## src/rtl/bist_pattern_misr.sv

```systemverilog
// rtl/bist_pattern_misr.sv - pseudo-random pattern driver with 16-bit MISR response compaction
// Define BIST_EXHAUSTIVE_EN to replace the LFSR with an exhaustive 2^IN_W binary counter.
module bist_pattern_misr #(
    parameter int IN_W    = 14,
    parameter int OUT_W   = 8,
    parameter int PAT_CNT = 1024
) (
    input  logic             clk,
    input  logic             rst,
    input  logic             start,
    input  logic [15:0]      golden_sig,
    output logic [IN_W-1:0]  pat_out,
    input  logic [OUT_W-1:0] resp_in,
    output logic             busy,
    output logic             done,
    output logic             pass,
    output logic [15:0]      signature,
    output logic [15:0]      pat_index
);
    typedef enum logic [1:0] {
        S_IDLE    = 2'd0,
        S_APPLY   = 2'd1,
        S_CAPTURE = 2'd2,
        S_FINISH  = 2'd3
    } state_t;

    localparam logic [15:0] SEED = 16'hACE1;
`ifdef BIST_EXHAUSTIVE_EN
    localparam logic [15:0] LAST_IDX = 16'((1 << IN_W) - 1);
`else
    localparam logic [15:0] LAST_IDX = 16'(PAT_CNT - 1);
`endif

    state_t          state_q, state_d;
    logic [15:0]     misr_q, misr_d;
    logic [IN_W-1:0] pat_out_q, pat_out_d;
    logic [15:0]     pat_index_q, pat_index_d;
    logic            busy_q, busy_d;
    logic            done_q, done_d;
    logic            pass_q, pass_d;
    logic [15:0]     next_index;
    logic            fb_m;
`ifndef BIST_EXHAUSTIVE_EN
    logic [15:0]     lfsr_q, lfsr_d;
    logic            fb_l;
`endif

    always_comb begin
        state_d     = state_q;
        misr_d      = misr_q;
        pat_out_d   = pat_out_q;
        pat_index_d = pat_index_q;
        busy_d      = busy_q;
        done_d      = 1'b0;
        pass_d      = pass_q;
        next_index  = pat_index_q + 16'd1;
        fb_m        = misr_q[15] ^ misr_q[13] ^ misr_q[12] ^ misr_q[10];
`ifndef BIST_EXHAUSTIVE_EN
        lfsr_d      = lfsr_q;
        fb_l        = lfsr_q[15] ^ lfsr_q[13] ^ lfsr_q[12] ^ lfsr_q[10];
`endif

        case (state_q)
            S_IDLE: begin
                if (start) begin
                    misr_d      = 16'h0000;
                    pat_index_d = 16'h0000;
                    pass_d      = 1'b0;
                    busy_d      = 1'b1;
                    state_d     = S_APPLY;
`ifdef BIST_EXHAUSTIVE_EN
                    pat_out_d   = '0;
`else
                    lfsr_d      = SEED;
                    pat_out_d   = SEED[IN_W-1:0];
`endif
                end
            end
            S_APPLY: begin
                state_d = S_CAPTURE;
            end
            S_CAPTURE: begin
                misr_d = {misr_q[14:0], fb_m} ^ 16'(resp_in);
`ifndef BIST_EXHAUSTIVE_EN
                lfsr_d = {lfsr_q[14:0], fb_l};
`endif
                if (pat_index_q == LAST_IDX) begin
                    done_d  = 1'b1;
                    state_d = S_FINISH;
                end else begin
                    pat_index_d = next_index;
                    state_d     = S_APPLY;
                    // Next stimulus is registered on the way into APPLY so it is stable for the whole cycle.
`ifdef BIST_EXHAUSTIVE_EN
                    pat_out_d   = next_index[IN_W-1:0];
`else
                    pat_out_d   = lfsr_d[IN_W-1:0];
`endif
                end
            end
            S_FINISH: begin
                pass_d  = (misr_q == golden_sig);
                busy_d  = 1'b0;
                state_d = S_IDLE;
            end
            default: begin
                state_d = S_IDLE;
                busy_d  = 1'b0;
            end
        endcase
    end

    always_ff @(posedge clk) begin
        if (rst) begin
            state_q     <= S_IDLE;
            misr_q      <= 16'h0000;
            pat_out_q   <= '0;
            pat_index_q <= 16'h0000;
            busy_q      <= 1'b0;
            done_q      <= 1'b0;
            pass_q      <= 1'b0;
`ifndef BIST_EXHAUSTIVE_EN
            lfsr_q      <= SEED;
`endif
        end else begin
            state_q     <= state_d;
            misr_q      <= misr_d;
            pat_out_q   <= pat_out_d;
            pat_index_q <= pat_index_d;
            busy_q      <= busy_d;
            done_q      <= done_d;
            pass_q      <= pass_d;
`ifndef BIST_EXHAUSTIVE_EN
            lfsr_q      <= lfsr_d;
`endif
        end
    end

    // pass is live during the done cycle and latched from then until the next start.
    assign pass      = done_q ? (misr_q == golden_sig) : pass_q;
    assign done      = done_q;
    assign busy      = busy_q;
    assign signature = misr_q;
    assign pat_out   = pat_out_q;
    assign pat_index = pat_index_q;
endmodule
```

## config.mk

```make
export PLATFORM = sky130hd
export DESIGN_NAME = bist_pattern_misr
export DESIGN_NICKNAME = d
export VERILOG_FILES = /design/src/rtl/bist_pattern_misr.sv
export SDC_FILE = /design/constraint.sdc
export NUM_CORES = 1
export LEC_CHECK = 0
export ABC_AREA = 1
export CAP_MARGIN = 0
export CORE_MARGIN = 2
export CORE_UTILIZATION = 65
export CTS_BUF_LIST = sky130_fd_sc_hd__clkbuf_2 sky130_fd_sc_hd__clkbuf_4 sky130_fd_sc_hd__clkbuf_8
export DETAILED_ROUTE_END_ITERATION = 12
export DONT_BUFFER_PORTS = 1
export PLACE_DENSITY = 0.81
export SYNTH_ARGS = -nofsm -noshare
export SYNTH_HDL_FRONTEND = slang
export SYNTH_SLANG_ARGS = --single-unit
```

## constraint.sdc

```tcl
create_clock -name clk -period 2.5 [get_ports clk]
set_input_delay 0.25 -clock clk [delete_from_list [all_inputs] [get_ports clk]]
set_output_delay 0.25 -clock clk [all_outputs]
set_load 0.01 [all_outputs]
```

==> results of run 1 <==
-- power groups by stage --
stage / clock network (mW) / logic [mW] / registers (mW)
floorplan: 0 / 0.146 / 1.15
global placement: 0 / 0.150 / 1.16
CTS: 0.793 / 0.169 / 1.14
finish: 0.786 / 0.168 / 1.14
detailed placement: 0 / 0.153 / 1.16
global route: 0.843 / 0.192 / 1.14
-- kinds of logic (layout without fill, tap and decap cells) --
group	Yosys count	in the layout	share of synthesized area
DFF	67	67	0.4076
buffers and inverters	67	67	0.08821
adders and majority gates	1	1	0.003802
AOI/OAI and AO/OA	82	82	0.1331
xor gates and xnor gates	5	5	0.01331
and+or+nand+nor	275	275	0.3540
-- final cells by class --
type                    count  area [um^2]
repair buffers              3        35.03
well taps                  67        83.83
clock buffers              11        145.1
inverters                  49        186.4
fillers                   409         1339
flip-flops and latches     67         1341
clock inverters             4        27.53
multi-input cells         363         1659
-- worst register-to-register path, cell delays in order (launching register included) --
cell     delay, ns
dfxtp_1       0.49
ha_1          0.24
nand3_1       0.11
inv_1         0.13
nand2_1       0.10
inv_2         0.09
nand2_2       0.24
nand2_4       0.34
nand2_1       0.13
a21oi_2       0.14
-- worst max-delay path by stage --
stage | end | start | slack, ns | depth (start not counted)
6_report | pat_index[7] | pat_index[0] | 0.43 | 9
5_1_grt | pat_out[5] | pat_index[0] | 0.23 | 9
4_1_cts | pat_index[7] | pat_index[0] | 0.45 | 9
3_5_place_dp | pat_index[7] | pat_index[0] | 0.47 | 9
3_3_place_gp | pat_index[7] | pat_index[0] | 0.54 | 9
2_1_floorplan | pat_out[2] | pat_index[0] | 0.94 | 10
-- Yosys cell counts (2+ instances only) --
library cell    n  area, um^2
nor2_1         68       255.2
nor2_8          2       40.04
buf_2           5       25.02
o21ai_1         5       25.02
clkbuf_1        8       30.03
nand3_1        30       150.1
nand2_2         2       12.51
nand2_1       154       578.1
xor2_1          4       35.03
or2_0           3       18.77
inv_1          44       165.2
o21bai_1        3       22.52
buf_6           4       45.04
dfxtp_1        67        1341
a21oi_1        52       260.3
nand4_1         8       50.05
or2_2           4       25.02
inv_2           4       15.01
o21ai_0        16       80.08
a21oi_2         5       43.79
-- stage by stage --
stage / setup slack, ns / util / std cells / area, um^2 / hold slack, ns
6_report: 0.4335 / 0.7221 / 564 / 3478 / 0.09296
3_3_place_gp: 0.5383 / 0.6821 / 548 / 3286 / 0.3173
3_5_place_dp: 0.4727 / 0.6821 / 548 / 3286 / 0.3176
4_1_cts: 0.4533 / 0.7221 / 564 / 3478 / 0.08627
2_1_floorplan: 0.9369 / - / 497 / 3291 / 0.4199
5_1_grt: 0.2251 / 0.7221 / 564 / 3478 / 0.1026
-- layout by cell type (no fill, tap or decap), types with 4 or more instances in the layout --
master	n
nand2_1	154
nor2_1	68
dfxtp_1	67
a21oi_1	52
inv_1	44
nand3_1	30
o21ai_0	16
clkbuf_8	10
nand4_1	8
o21ai_1	5
a21oi_2	5
xor2_1	4
inv_2	4
or2_2	4
-- state kept, by name, summed over array words and instances, names as in the netlist --
name,flops
signature,16
lfsr_q,16
state_q,2
done,1
pass_q,1
pat_index,16
busy,1
pat_out,14
-- timing repair --
item,in CTS,in global routing
setup buffers,0,0
hold buffers,1,0
hold endpoints to repair,47,0
gates resized for setup,0,0
-- per-layer routing --
metal  up-vias  GRT usage  wire length [um]
met1      1354     0.3275              3210
met3        12    0.09639               635
met4         0    0.08772                75
li1       1570          -                 -
met2       106     0.4211              3319
met5         -          0                 0
==> impl_metrics.ini, run 1 <==
[run_status]
outcome = complete, no violations

[detailed_routing]
vias = 3042
drt.antenna.violating_nets = 0
drc_errors = 0
drt-total-wl_um = 7240
first_iter_violations = 170
dr.pass1.iters = 5
viasPerCell = 5.394
wl_per_cell_um = 12.84

[grt]
grt_max_degree = 48
antenna_found_initial = 0
grt_pass1_wl_um = 11400
grtUsageTotal = 0.2620
grt_remaining_overflow = 0
grt_pass1_vias = 2573

[finish]
drive_above_1_share = 0.07847
n_antenna_cell = 0
final_nets = 521
syn_to_final_growth_pct = 5.704

[timing]
period_minus_slack_ns = 2.066
fin_skew_ns = 0.008558
hold_violations = 0
period_share = 0.8266
tns_ns = 0
setup_violations = 0
slew_viol_final = 0
rsz0062_at_grt = no
fmax_mhz = 483.9
worstMarginPinSlew_ns = 0.4557
max_slew_margin = 0.6962

[setup_path]
cp.required_ns = 2.78
worstSetupEndpointType = flop
path_common_cell = nand2_1
r2r_end = pat_index[7]
criticalPathCategory = reg -> reg
cp_max_fo = 24
regToRegSetupSlack_ns = 0.43
path_cells = ha_1 > nand3_1 > inv_1 > nand2_1 > inv_2 > nand2_2 > nand2_4 > nand2_1 > a21oi_2
cpMaxStageDelayCell = dfxtp_1
r2r_start = pat_index[0]
critical_path.startpoint_type = flop
path_buf_inv = 2
worst_r2r_path_depth = 9
critPathTopFamily = simple AND/OR/NAND/NOR gates
crit_arrival_ns = 2.34
slowest_delay_ns = 0.49

[placed_design]
gp_congestion = 0.8777
io_buffers = 0
place_hpwl_um = 4952

[clock_network]
cts_buffers = 9
clock-sinks = 67
clockRootBuffer = clkbuf_8
clk_path_buf_depth = 2
clk_latency_ns = 0.34
cts_tree = done
htree_levels = 3
cts.clk_slew.worst_paths_ns = 0.07

[floorplanning]
die_y_um = 75.15
io-pin-count = 76
rows = 25
die_width_um = 75.15
initial_core_util = 0.6831
core_area_um2 = 4817
die-area_um2 = 5648

[hold_path]
min_to = pat_out[13]
min_path_type = in -> reg
worstHoldStart = rst
holdPathStages = 3

[logic_synthesis]
synth_cells = 497
ys.flop_type = dfxtp_1
synth.avg_cell_area_um2 = 6.621
netlist_area_um2 = 3291
synth.yosys.seq_area_share = 0.4076
synth_edf_count = 0
yosysUniqueCellTypes = 29
ys_warn_count = 0
ys_seq_elements = 67
synth.net_count = 525
synthArstFlopShare = 0

[job]
maxCapViolCount = 0

[pwr]
cellLeakagePower_nw = 1.377
power_density_nw_per_um2 = 600.7
intPower_mw = 1.539
pwr-share-clk = 0.376
peakVddDrop_uv = 487.7
p_comb_frac = 0.080
p_sw_mw = 0.5508
power.total_mw = 2.090
p_sw_frac = 0.2636
p_seq_frac = 0.544
No activity file was read; power rests on OpenSTA's default activity.
==> run 2: changes to the inputs <==
- clock period: 2.5 -> 1.95 ns (I/O delays scaled with it)
==> run 2 against run 1 <==
Against the previous run:
- power increased by 43%
- first-iteration DRC count increased by 26%
- clock power increased by 65%
- non-clock buffer count increased by 7
- via count increased by 1.2%
- combinational power increased by 38%
- utilization increased by 2.4 points
- sequential share of layout area decreased by 1.1 points
==> impl_metrics.ini, run 2 (same netlist as run 1, synthesis figures left out) <==
[run_status]
outcome = complete, no violations

[setup_path]
r2r_end = pat_index[9]
r2r_start = pat_index[0]
cp_max_fo = 6
regToRegSetupSlack_ns = 0.28
criticalPathCategory = reg -> out
worstSetupEndpointType = primary output
crit_arrival_ns = 1.53
cp.required_ns = 1.75
critical_path.startpoint_type = flop
worst_r2r_path_depth = 11

[pwr]
p_sw_mw = 0.7544
intPower_mw = 2.233
p_seq_frac = 0.486
pwr-share-clk = 0.436
power_density_nw_per_um2 = 831.6
cellLeakagePower_nw = 1.441
p_comb_frac = 0.078
p_sw_frac = 0.2525
peakVddDrop_uv = 572.7

[detailed_routing]
drt.antenna.violating_nets = 0
viasPerCell = 5.383
vias = 3079
drc_errors = 0
dr.pass1.iters = 5
wl_per_cell_um = 13.37
drt-total-wl_um = 7647
first_iter_violations = 214

[finish]
final_nets = 528
fin_util = 0.7457
postLayoutCellArea_um2 = 3592
layout_common_cells = 154 x nand2_1, 68 x nor2_1, 64 x dfxtp_1, 51 x a21oi_1, 44 x inv_1
n_antenna_cell = 0
layout_commonest_cell = nand2_1
syn_to_final_growth_pct = 9.164
drive_above_1_share = 0.1010

[hold_path]
min_path_type = in -> reg
holdPathStages = 3
min_to = pat_out[11]
worstHoldStart = rst

[floorplanning]
io-pin-count = 76
core_area_um2 = 4817
initial_core_util = 0.6831
die_y_um = 75.15
die-area_um2 = 5648
rows = 25
die_width_um = 75.15

[clock_network]
cts_buffers = 9
htree_levels = 3
clk_latency_ns = 0.34
clock-sinks = 67
cts.clk_slew.worst_paths_ns = 0.07
clk_path_buf_depth = 2
cts_setup_buffers = 0
clockRootBuffer = clkbuf_8
cts_tree = done

[timing]
setup_slack_ns = 0.2202
fin_skew_ns = 0.006089
slew_viol_final = 0
setup_violations = 0
hold_ws_ns = 0.02286
rsz0062_at_grt = no
hold_violations = 0
period_share = 0.8871
worstMarginPinSlew_ns = 0.4395
max_slew_margin = 0.7070
tns_ns = 0
period_minus_slack_ns = 1.730
fmax_mhz = 578.1

[grt]
grt_remaining_overflow = 0
grt_pass1_wl_um = 12220
grtUsageTotal = 0.2832
grt_pass1_vias = 2695
grt_max_degree = 48
antenna_found_initial = 0

[placed_design]
gp_congestion = 0.9519
io_buffers = 0
place_worst_setup_slack_ns = 0.3726
postPlaceCellArea_um2 = 3338
place_hpwl_um = 5072

[job]
maxCapViolCount = 0
-- run 2: how the worst max path moves through the flow --
stage                        startpoint          to  slack (ns)  depth (start not counted)
after floorplan            pat_index[0]  pat_out[2]        0.39                         10
after global placement     pat_index[0]  pat_out[7]        0.41                          9
after detailed placement   pat_index[0]  pat_out[0]        0.37                          9
after CTS                 signature[12]        pass        0.07                          8
after global routing       signature[2]        pass        0.02                          8
final                      signature[2]        pass        0.22                          8
-- run 2: critical path: stages (launching register included) --
cell     delay (ns)
dfxtp_1        0.48
inv_1          0.07
nand2_1        0.06
nand2_1        0.04
nor2_1         0.10
nand2_1        0.06
nor2_1         0.08
nand2_1        0.10
a21oi_2        0.20
-- run 2: area by class of cell --
type / count / area [um^2]
multi-input cells: 363 / 1663
flip-flops and latches: 67 / 1345
fillers: 416 / 1225
inverters: 49 / 186.4
clock buffers: 10 / 137.6
clock inverters: 6 / 88.84
repair buffers: 10 / 87.58
well taps: 67 / 83.83
-- run 2: through the flow --
stage,total power [mW],std cells
final,2.987,572
after detailed placement,1.691,555
after CTS,2.991,572
after floorplan,1.664,497
after global routing,3.086,572
after global placement,1.684,555
-- run 2: metal layers --
metal,track usage,vias to the layer above,routed length [um]
met1,0.3636,1373,3295
met3,0.07229,13,687
met4,0.1014,0,130
met2,0.4649,119,3533
li1,-,1574,-
met5,0,-,0
-- run 2: power groups by stage --
stage | combinational (mW) | clock [mW] | sequential (mW)
final | 0.232 | 1.30 | 1.45
after detailed placement | 0.208 | 0 | 1.48
after global placement | 0.202 | 0 | 1.48
after floorplan | 0.188 | 0 | 1.48
after CTS | 0.230 | 1.31 | 1.45
after global routing | 0.261 | 1.37 | 1.46
-- run 2: repair_timing --
item                       CTS  global route
gates resized for setup      0             4
setup endpoints to repair    0             1
hold endpoints to repair    47             0
hold buffers                 1             0
==> run 3: changes to the inputs <==
--- a/config.mk
+++ b/config.mk
@@ -9,9 +9,9 @@
 export CAP_MARGIN = 0
 export CORE_MARGIN = 2
-export CORE_UTILIZATION = 65
+export CORE_UTILIZATION = 66
 export CTS_BUF_LIST = sky130_fd_sc_hd__clkbuf_2 sky130_fd_sc_hd__clkbuf_4 sky130_fd_sc_hd__clkbuf_8
 export DETAILED_ROUTE_END_ITERATION = 12
 export DONT_BUFFER_PORTS = 1
-export PLACE_DENSITY = 0.81
+export PLACE_DENSITY = 0.82
 export SYNTH_ARGS = -nofsm -noshare
 export SYNTH_HDL_FRONTEND = slang
==> constraint.sdc (replaced) <==
create_clock -name clk -period 1.95 [get_ports clk]
set_input_delay 0.39 -clock clk [delete_from_list [all_inputs] [get_ports clk]]
set_output_delay 0.39 -clock clk [all_outputs]
set_load 0.01 [all_outputs]
==> run 3 against run 2 <==
Against the previous run:
- global-route usage down 0.077 points
- worst setup slack worse by 0.13 ns
- die area down 1.4%
- via count up 0.71%
- sequential cell count unchanged
- cell area down 0.73%
- highest routed layer unchanged
- fmax down 6.8%
- critical path depth down 2
- sequential power about the same
==> impl_metrics.ini, run 3 (same netlist as run 1, synthesis figures left out) <==
[detailed_routing]
vias = 3101
drt-total-wl_um = 7550
dr.pass1.iters = 5
drt.antenna.violating_nets = 0
drc_errors = 0
viasPerCell = 5.431
first_iter_violations = 201
wl_per_cell_um = 13.22

[finish]
layout_common_cells = 154 x nand2_1, 68 x nor2_1, 55 x dfxtp_1, 51 x a21oi_1, 44 x inv_1
final_nets = 528
layout_commonest_cell = nand2_1
postLayoutCellArea_um2 = 3566
drive_above_1_share = 0.1171
n_antenna_cell = 0
final_cells = 571
syn_to_final_growth_pct = 8.365

[setup_path]
critPathTopFamily = flip-flops
crit_arrival_ns = 1.47
slowest_delay_ns = 0.38
criticalPathCategory = reg -> out
cp.required_ns = 1.56
cp_max_fo = 5
path_cells = xor2_1 > nor2_1 > nand2_1 > nor2_1 > nand2_1 > a21oi_2
worstSetupEndpointType = primary output
path_buf_inv = 0
cpMaxStageDelayCell = dfxtp_1
critical_path.startpoint_type = flop

[grt]
grtUsageTotal = 0.2824
grt_pass1_wl_um = 11930
antenna_found_initial = 0
grt_max_degree = 52
grt_remaining_overflow = 0
grt_pass1_vias = 2710

[clock_network]
hold_buffers = 0
clk_path_buf_depth = 2
cts_buffers = 9
cts.clk_slew.worst_paths_ns = 0.07
cts_tree = done
clock-sinks = 67
clockRootBuffer = clkbuf_8
htree_levels = 3
clk_latency_ns = 0.35

[timing]
fin_skew_ns = 0.006573
slew_viol_final = 0
fmax_mhz = 539.0
worstMarginPinSlew_ns = 0.4076
hold_violations = 0
tns_ns = 0
setup_slack_ns = 0.09478
period_share = 0.9514
max_slew_margin = 0.7280
setup_violations = 0
period_minus_slack_ns = 1.855

[pwr]
power_density_nw_per_um2 = 787.3
power.total_mw = 2.808
peakVddDrop_uv = 547.1
cellLeakagePower_nw = 1.432

[job]
maxCapViolCount = 0

[run_status]
outcome = complete, no violations

[placed_design]
dp.cells = 556
io_buffers = 0
gp_congestion = 0.8840
place_hpwl_um = 5035
postPlaceCellArea_um2 = 3346
place_worst_setup_slack_ns = 0.3224

[floorplanning]
die_y_um = 74.61
rows = 25
io-pin-count = 76
die-area_um2 = 5567
initial_core_util = 0.6921
die_width_um = 74.61
core_area_um2 = 4755

[hold_path]
min_path_type = in -> reg
## run 3: area by class of cell
type | instances | area [um^2]
Clock buffer | 11 | 145.1
Clock inverter | 4 | 51.30
Fill cell | 399 | 1189
Inverter | 49 | 186.4
Multi-Input combinational cell | 363 | 1663
Sequential cell | 67 | 1361
Tap cell | 67 | 83.83
Timing Repair Buffer | 10 | 75.07
## run 3: per-layer routing
metal	GRT usage	wire (um)	up-vias
li1	-	-	1574
met1	0.3398	3217	1394
met2	0.4690	3516	115
met3	0.07631	677	18
met4	0.1369	138	0
met5	0	0	-
## run 3: path summary, 6_finish.rpt
kind,start,end,slack [ns],cells past startpoint
min,rst,signature[6],0.10,1
min reg2reg,lfsr_q[9],lfsr_q[9],0.46,2
max reg2reg,pat_index[0],pat_index[9],0.31,11
max,signature[3],pass,0.09,6
## run 3: timing repair
action,4_1_cts,5_1_grt
gates resized for setup,3,12
gates cloned,0,0
hold endpoints to repair,0,0
setup endpoints to repair,1,1
setup buffers,0,0
pin swaps,0,0
## run 3: metrics by stage
step,utilization,hold WS (ns)
finish,0.7500,0.1029
global route,0.7500,0.08853
floorplan,-,0.4354
detailed placement,0.7037,0.4498
global placement,0.7037,0.4441
CTS,0.7463,0.08715
## run 3: where the power goes
part	leakage (nW)	internal, mW	total (mW)	switching, mW
logic	0.783	0.0716	0.216	0.144
registers	0.551	1.40	1.45	0.0459
clock network	0.0988	0.632	1.14	0.510
